`config.mk`:
```
export PLATFORM = sky130hd
export DESIGN_NAME = counter_bank_flat
export DESIGN_NICKNAME = d
export VERILOG_FILES = /design/src/rtl/counter_bank_pkg.sv /design/src/rtl/counter_bank_if.sv /design/src/rtl/counter_bank_chan.sv /design/src/rtl/counter_bank.sv /design/src/flat_wrapper.sv
export SDC_FILE = /design/constraint.sdc
export NUM_CORES = 1
export LEC_CHECK = 0
export ABC_AREA = 1
export CAP_MARGIN = 20
export CORE_MARGIN = 1
export CORE_UTILIZATION = 40
export CTS_CLUSTER_DIAMETER = 60
export DETAILED_ROUTE_END_ITERATION = 10
export PLACE_DENSITY = 0.55
export SYNTH_ARGS = -nofsm -noshare
export SYNTH_HDL_FRONTEND = slang
export SYNTH_HIERARCHICAL = 1
export SYNTH_SLANG_ARGS = --single-unit
```
`constraint.sdc`:
```
create_clock -name clk_2 -period 5.3 [get_ports clk_2]
set_clock_uncertainty 0.15 [all_clocks]
set_input_delay 1.59 -clock clk_2 [delete_from_list [all_inputs] [get_ports clk_2]]
set_output_delay 1.59 -clock clk_2 [all_outputs]
set_load 0.02 [all_outputs]
```
`src/rtl/counter_bank_pkg.sv`:
```
// Shared types and helpers for the counter bank: channel modes and per-channel step.
package counter_bank_pkg;

   typedef enum logic [1:0] {
      HOLD   = 2'd0,
      UP     = 2'd1,
      DOWN   = 2'd2,
      BOUNCE = 2'd3
   } mode_e;

   // Untruncated step of channel i; callers narrow it to the counter width.
   function automatic int unsigned chan_step(input int unsigned base,
                                             input int unsigned incr,
                                             input int unsigned i);
      return base + i * incr;
   endfunction

endpackage

```
`src/rtl/counter_bank_if.sv`:
```
// Control/status bundle between the display host and the counter bank.
interface counter_bank_if
   import counter_bank_pkg::*;
#(
   parameter int unsigned NBITS = 8,
   parameter int unsigned NCHAN = 4,
   parameter int unsigned SELW  = 3
);
   logic             en;
   logic             sat;
   logic             wr;
   logic [SELW-1:0]  chan_sel;
   logic [NBITS-1:0] load_val;
   mode_e            mode;
   logic [NBITS-1:0] count_sel;
   logic [NCHAN-1:0] ovf;
   logic             any_ovf;

   modport master (
      output en, sat, wr, chan_sel, load_val, mode,
      input  count_sel, ovf, any_ovf
   );

   modport slave (
      input  en, sat, wr, chan_sel, load_val, mode,
      output count_sel, ovf, any_ovf
   );
endinterface

```
`src/rtl/counter_bank_chan.sv`:
```
// One loadable step counter with up/down/bounce modes, wrap or saturate, sticky overflow.
module counter_chan
   import counter_bank_pkg::*;
#(
   parameter int unsigned      NBITS = 8,
   parameter logic [NBITS-1:0] STEP  = '0
) (
   input  logic             clk_2,
   input  logic             reset,
   input  logic             en,
   input  logic             sat,
   input  logic             wr_hit,
   input  logic [NBITS-1:0] load_val,
   input  mode_e            mode,
   output logic [NBITS-1:0] cnt,
   output logic             ovf
);
   localparam logic [NBITS-1:0] MAX = '1;

   mode_e            mode_q;
   logic             dir;
   logic [NBITS:0]   sum;
   logic [NBITS-1:0] diff;
   logic             over;
   logic             under;

   // One-bit-wider sum exposes the carry; underflow is a plain compare.
   always_comb begin
      sum   = {1'b0, cnt} + {1'b0, STEP};
      diff  = cnt - STEP;
      over  = sum[NBITS];
      under = (STEP > cnt);
   end

   always_ff @(posedge clk_2) begin
      if (reset) begin
         cnt    <= '0;
         mode_q <= HOLD;
         dir    <= 1'b0;
         ovf    <= 1'b0;
      end else if (wr_hit) begin
         cnt    <= load_val;
         mode_q <= mode;
         dir    <= (mode == DOWN);
         ovf    <= 1'b0;
      end else if (en) begin
         case (mode_q)
            UP: begin
               cnt <= (over && sat) ? MAX : sum[NBITS-1:0];
               if (over) ovf <= 1'b1;
            end
            DOWN: begin
               cnt <= (under && sat) ? '0 : diff;
               if (under) ovf <= 1'b1;
            end
            BOUNCE: begin
               if (!dir) begin
                  if (over) begin
                     cnt <= MAX;
                     dir <= 1'b1;
                     ovf <= 1'b1;
                  end else begin
                     cnt <= sum[NBITS-1:0];
                  end
               end else begin
                  if (under) begin
                     cnt <= '0;
                     dir <= 1'b0;
                     ovf <= 1'b1;
                  end else begin
                     cnt <= diff;
                  end
               end
            end
            default: ;
         endcase
      end
   end

endmodule

```
`src/rtl/counter_bank.sv`:
```
// Bank of independent step counters with write decode, display mux and overflow summary.
module counter_bank
   import counter_bank_pkg::*;
#(
   parameter int unsigned NBITS     = 8,
   parameter int unsigned NCHAN     = 4,
   parameter int unsigned SELW      = 3,
   parameter int unsigned STEP_BASE = 3,
   parameter int unsigned STEP_INCR = 3
) (
   input logic            clk_2,
   input logic            reset,
   counter_bank_if.slave  bus
);
   logic [NBITS-1:0] cnts [NCHAN];
   logic [NCHAN-1:0] ovf_v;
   logic [NBITS-1:0] sel_cnt;

   for (genvar i = 0; i < NCHAN; i++) begin : g_chan
      localparam logic [NBITS-1:0] STEP = NBITS'(chan_step(STEP_BASE, STEP_INCR, i));

      // Out-of-range selects never match any channel, so such writes are dropped.
      logic wr_hit;
      assign wr_hit = bus.wr && (bus.chan_sel == SELW'(i));

      counter_chan #(
         .NBITS (NBITS),
         .STEP  (STEP)
      ) u_chan (
         .clk_2    (clk_2),
         .reset    (reset),
         .en       (bus.en),
         .sat      (bus.sat),
         .wr_hit   (wr_hit),
         .load_val (bus.load_val),
         .mode     (bus.mode),
         .cnt      (cnts[i]),
         .ovf      (ovf_v[i])
      );
   end

   always_comb begin
      sel_cnt = '0;
      for (int i = 0; i < NCHAN; i++) begin
         if (bus.chan_sel == SELW'(i)) sel_cnt = cnts[i];
      end
   end

   assign bus.count_sel = sel_cnt;
   assign bus.ovf       = ovf_v;
   assign bus.any_ovf   = |ovf_v;

endmodule
```
`src/flat_wrapper.sv`:
```
// flat-port wrapper written by rule: the top's interface ports become plain ports
module counter_bank_flat import counter_bank_pkg::*;
#(
   parameter int unsigned NBITS     = 8,
   parameter int unsigned NCHAN     = 4,
   parameter int unsigned SELW      = 3,
   parameter int unsigned STEP_BASE = 3,
   parameter int unsigned STEP_INCR = 3
)
  (clk_2, reset, bus_en, bus_sat, bus_wr, bus_chan_sel, bus_load_val, bus_mode, bus_count_sel, bus_ovf, bus_any_ovf);
  counter_bank_if #(.NBITS(NBITS), .NCHAN(NCHAN), .SELW(SELW)) bus_i ();
  input logic clk_2;
  input logic reset;
  input wire logic [$bits(bus_i.en)-1:0] bus_en;
  input wire logic [$bits(bus_i.sat)-1:0] bus_sat;
  input wire logic [$bits(bus_i.wr)-1:0] bus_wr;
  input wire logic [$bits(bus_i.chan_sel)-1:0] bus_chan_sel;
  input wire logic [$bits(bus_i.load_val)-1:0] bus_load_val;
  input wire logic [$bits(bus_i.mode)-1:0] bus_mode;
  output wire logic [$bits(bus_i.count_sel)-1:0] bus_count_sel;
  output wire logic [$bits(bus_i.ovf)-1:0] bus_ovf;
  output wire logic [$bits(bus_i.any_ovf)-1:0] bus_any_ovf;
  assign bus_i.en = bus_en;
  assign bus_i.sat = bus_sat;
  assign bus_i.wr = bus_wr;
  assign bus_i.chan_sel = bus_chan_sel;
  assign bus_i.load_val = bus_load_val;
  assign bus_i.mode = bus_mode;
  assign bus_count_sel = bus_i.count_sel;
  assign bus_ovf = bus_i.ovf;
  assign bus_any_ovf = bus_i.any_ovf;
  counter_bank #(.NBITS(NBITS), .NCHAN(NCHAN), .SELW(SELW), .STEP_BASE(STEP_BASE), .STEP_INCR(STEP_INCR)) u_core (.clk_2(clk_2), .reset(reset), .bus(bus_i));
endmodule
```
==> metrics.yaml <==
outcome: "complete, no violations"
p_per_area_mw_per_mm2: 178.1
r2r-end: "u_core/g_chan[0].u_chan/cnt[3]$_SDFFE_PP0P_"
multi_input_area_sq_mm: 0.003458
worstRegToRegCells: 9
antenna_found_initial: 0
grt_max_degree: 21
post-cts-setup-buffers: 0
postCtsHoldBufs: 0
synth_edf_count: 0
drtIter0Drc: 387
start_util_pct: 41.41
rsz0062_at_grt: "false"
nFillCells: 1321
ir_drop_mv: 0.1643
place_congestion: 0.8580
seq_area_sq_um: 960.9
cts_buffers: 5
synth_top_area_share_pct: 19.08
layout-drive-gt1-share_pct: 13.79
grtUsageTotal_pct: 23.72
finalNetCount: 893
startpoint_type: "primary input"
finalSetupTns_ns: 0
crit_end: "bus_count_sel[7]"
cpLargestDelayFamily: "buffers and inverters"
cts_tree: "done"
drc: 0
crit_arrival_ns: 3.46
grt-ovfl-total: 0
ant_nets: 0
yosys_register_bits: 48
cts_buffer_depth: 2
place_ws_ns: 0.08994
stdcell_area_sq_mm: 0.005605
dpl_cell_area_sq_mm: 0.005438
io_pins: 31
setup_violations: 0
num_vias: 5318
io_buffers: 30
period_minus_slack_ns: 5.203
syn_nets: 871
finalMaxSlewViolations: 0
cts_root_buffer: "clkbuf_16"
diodes: 0
die_w_microns: 114.2
yosysMostFrequentCell: "nand2_1"
grt_pass1_wl_microns: 24450
synthTopCellsByArea: "dfxtp_1 19%, nand2_1 16%, nand3_1 8.0%"
grt_pass1_vias: 4835
final_util_pct: 46.09
synth_area_sq_mm: 0.005036
cp_max_fo: 16
hp-class: "reg2reg"
cp-end-kind: "output pin"
crit_chain: "clkdlybuf4s50_1 > nor2_4 > nand3_1 > nand4_1 > clkdlybuf4s50_1"
routedWlPerCell_microns: 14.51
cts.sinks: 48
tightest_slew_ns: 0.6686
wl_microns: 14860
cp-startpoint: "bus_chan_sel[2]"
clk_pin_slew_ns: 0.07
ys_seq_area_share_pct: 19.08
max_freq_ghz: 0.1922
dr.pass1.iters: 7
synth_cell_types: 43
synth_flop_cell: "dfxtp_1"
rows: 40
ys_warn_count: 6
reg2reg_slack_ns: 3.27
cp_slowest_stage_delay_ns: 0.63
finalHoldViolCount: 0
dieArea_sq_mm: 0.01304
yosys-top-cells-count: "211 x nand2_1, 99 x inv_1, 80 x nand3_1, 74 x nor2_1, 54 x o21ai_0"
die_h_microns: 114.2
cts_repair_resize_count: 0
drv_cap: 0
cts_max_level: 2
worstSetupPathType: "in2out"
async_reset_ff_share_pct: 0
fin_ws_ns: 0.09719
yosys.area.top_type: "dfxtp_1"
syn_area_per_cell_sq_um: 6.046
slowest_stage: "clkdlybuf4s50_1"
period_share_pct: 98.17
crit_top_cell: "clkdlybuf4s50_1"
clk_latency_ns: 0.29
path_buf_inv: 2
area_growth_pct: 11.30
viasPerCell: 5.193
timing.rr.start: "u_core/g_chan[0].u_chan/cnt[0]$_SDFFE_PP0P_"
relSlewSlack_pct: 55.06
crit_required_ns: 3.56
core_sq_mm: 0.01216
syn_inst: 833
dp_hpwl_microns: 11640
path_depth: 5
leakage_nw: 2.547
## area by class of cell
cell class	instances	share of cell area, %
sequential	48	17.14
multi-input combinational	646	61.70
clock inverter	3	0.7589
tap	168	3.750
timing repair buffer	38	6.429
inverter	116	7.991
clock buffer	5	2.232
## cells in the final DEF, fill, tap and decap left out, drive strengths merged
cell	netlist	layout
nand2	233	233
inv	114	114
nand3	95	95
nor2	91	91
o21ai	62	62
a21oi	61	61
dfxtp	48	48
nand4	36	36
clkdlybuf4s50	0	30
ha	20	20
xor2	16	16
or2	13	13
buf	19	8
a31oi	6	6
clkbuf	4	5
nand3b	3	3
clkinv	2	3
o211ai	2	2
xnor2	2	2
nor4	2	2
bufinv	0	1
clkinvlp	0	1
nor3	1	1
nor3b	1	1
and2	1	1
o21bai	1	1
## tightest hold or removal path, stage by stage, from the launching register on
cell	delay (ns)
dfxtp_1	0.34
nand2_1	0.07
nand2_1	0.04
## how the worst min path moves through the flow
stage	start	end	slack, ns	cells past startpoint
6_report	u_core/g_chan[0].u_chan/mode_q[1]$_SDFFE_PP0P_	u_core/g_chan[0].u_chan/mode_q[1]$_SDFFE_PP0P_	0.34	2
5_1_grt	u_core/g_chan[3].u_chan/mode_q[1]$_SDFFE_PP0P_	u_core/g_chan[3].u_chan/mode_q[1]$_SDFFE_PP0P_	0.38	2
4_1_cts	u_core/g_chan[1].u_chan/mode_q[1]$_SDFFE_PP0P_	u_core/g_chan[1].u_chan/mode_q[1]$_SDFFE_PP0P_	0.34	2
3_5_place_dp	u_core/g_chan[1].u_chan/mode_q[1]$_SDFFE_PP0P_	u_core/g_chan[1].u_chan/mode_q[1]$_SDFFE_PP0P_	0.33	2
3_3_place_gp	u_core/g_chan[0].u_chan/mode_q[1]$_SDFFE_PP0P_	u_core/g_chan[0].u_chan/mode_q[1]$_SDFFE_PP0P_	0.32	2
2_1_floorplan	u_core/g_chan[1].u_chan/cnt[0]$_SDFFE_PP0P_	u_core/g_chan[1].u_chan/cnt[0]$_SDFFE_PP0P_	0.30	2
## layer usage
metal | GRT usage, % | wire length (microns) | vias to the layer above
li1 | - | - | 2752
met1 | 31.66 | 7018 | 2417
met2 | 40.24 | 6817 | 132
met3 | 2.594 | 738 | 17
met4 | 6.926 | 281 | 0
met5 | 0 | 0 | -
## per-stage QoR
| stage | hold slack, ns | power (W) | std cells |
|---|---|---|---|
| after floorplan | 0.3017 | 0.0005649 | 833 |
| after global placement | 0.3234 | 0.0006332 | 1016 |
| after detailed placement | 0.3302 | 0.0006362 | 1016 |
| after CTS | 0.3402 | 0.001008 | 1024 |
| after global routing | 0.3790 | 0.001052 | 1024 |
| final | 0.3357 | 0.0009982 | 1024 |
## sequential cells by signal, indices dropped and copies added, names as in the netlist
| name | count |
|---|---|
| u_core/g_chan.u_chan/mode_q | 8 |
| u_core/g_chan.u_chan/ovf | 4 |
| u_core/g_chan.u_chan/cnt | 32 |
| u_core/g_chan.u_chan/dir | 4 |
## kinds of logic (layout without fill, tap and decap cells)
family	Yosys count	in the layout	synth area share [%]
and+or+nand+nor	476	476	45.74
buffers and inverters	139	162	12.25
adders and majority gates	20	20	4.969
DFF	48	48	19.08
AOI/OAI and AO/OA	132	132	14.83
xor gates and xnor gates	18	18	3.130
## power by group
group	leakage, nW	total [W]	switching [W]	internal, W
Combinational	2.08	0.000229	0.000146	0.0000833
Sequential	0.389	0.000400	0.0000269	0.000373
Clock	0.0798	0.000369	0.000147	0.000222
Note: power is estimated with default switching activity, not from simulation.
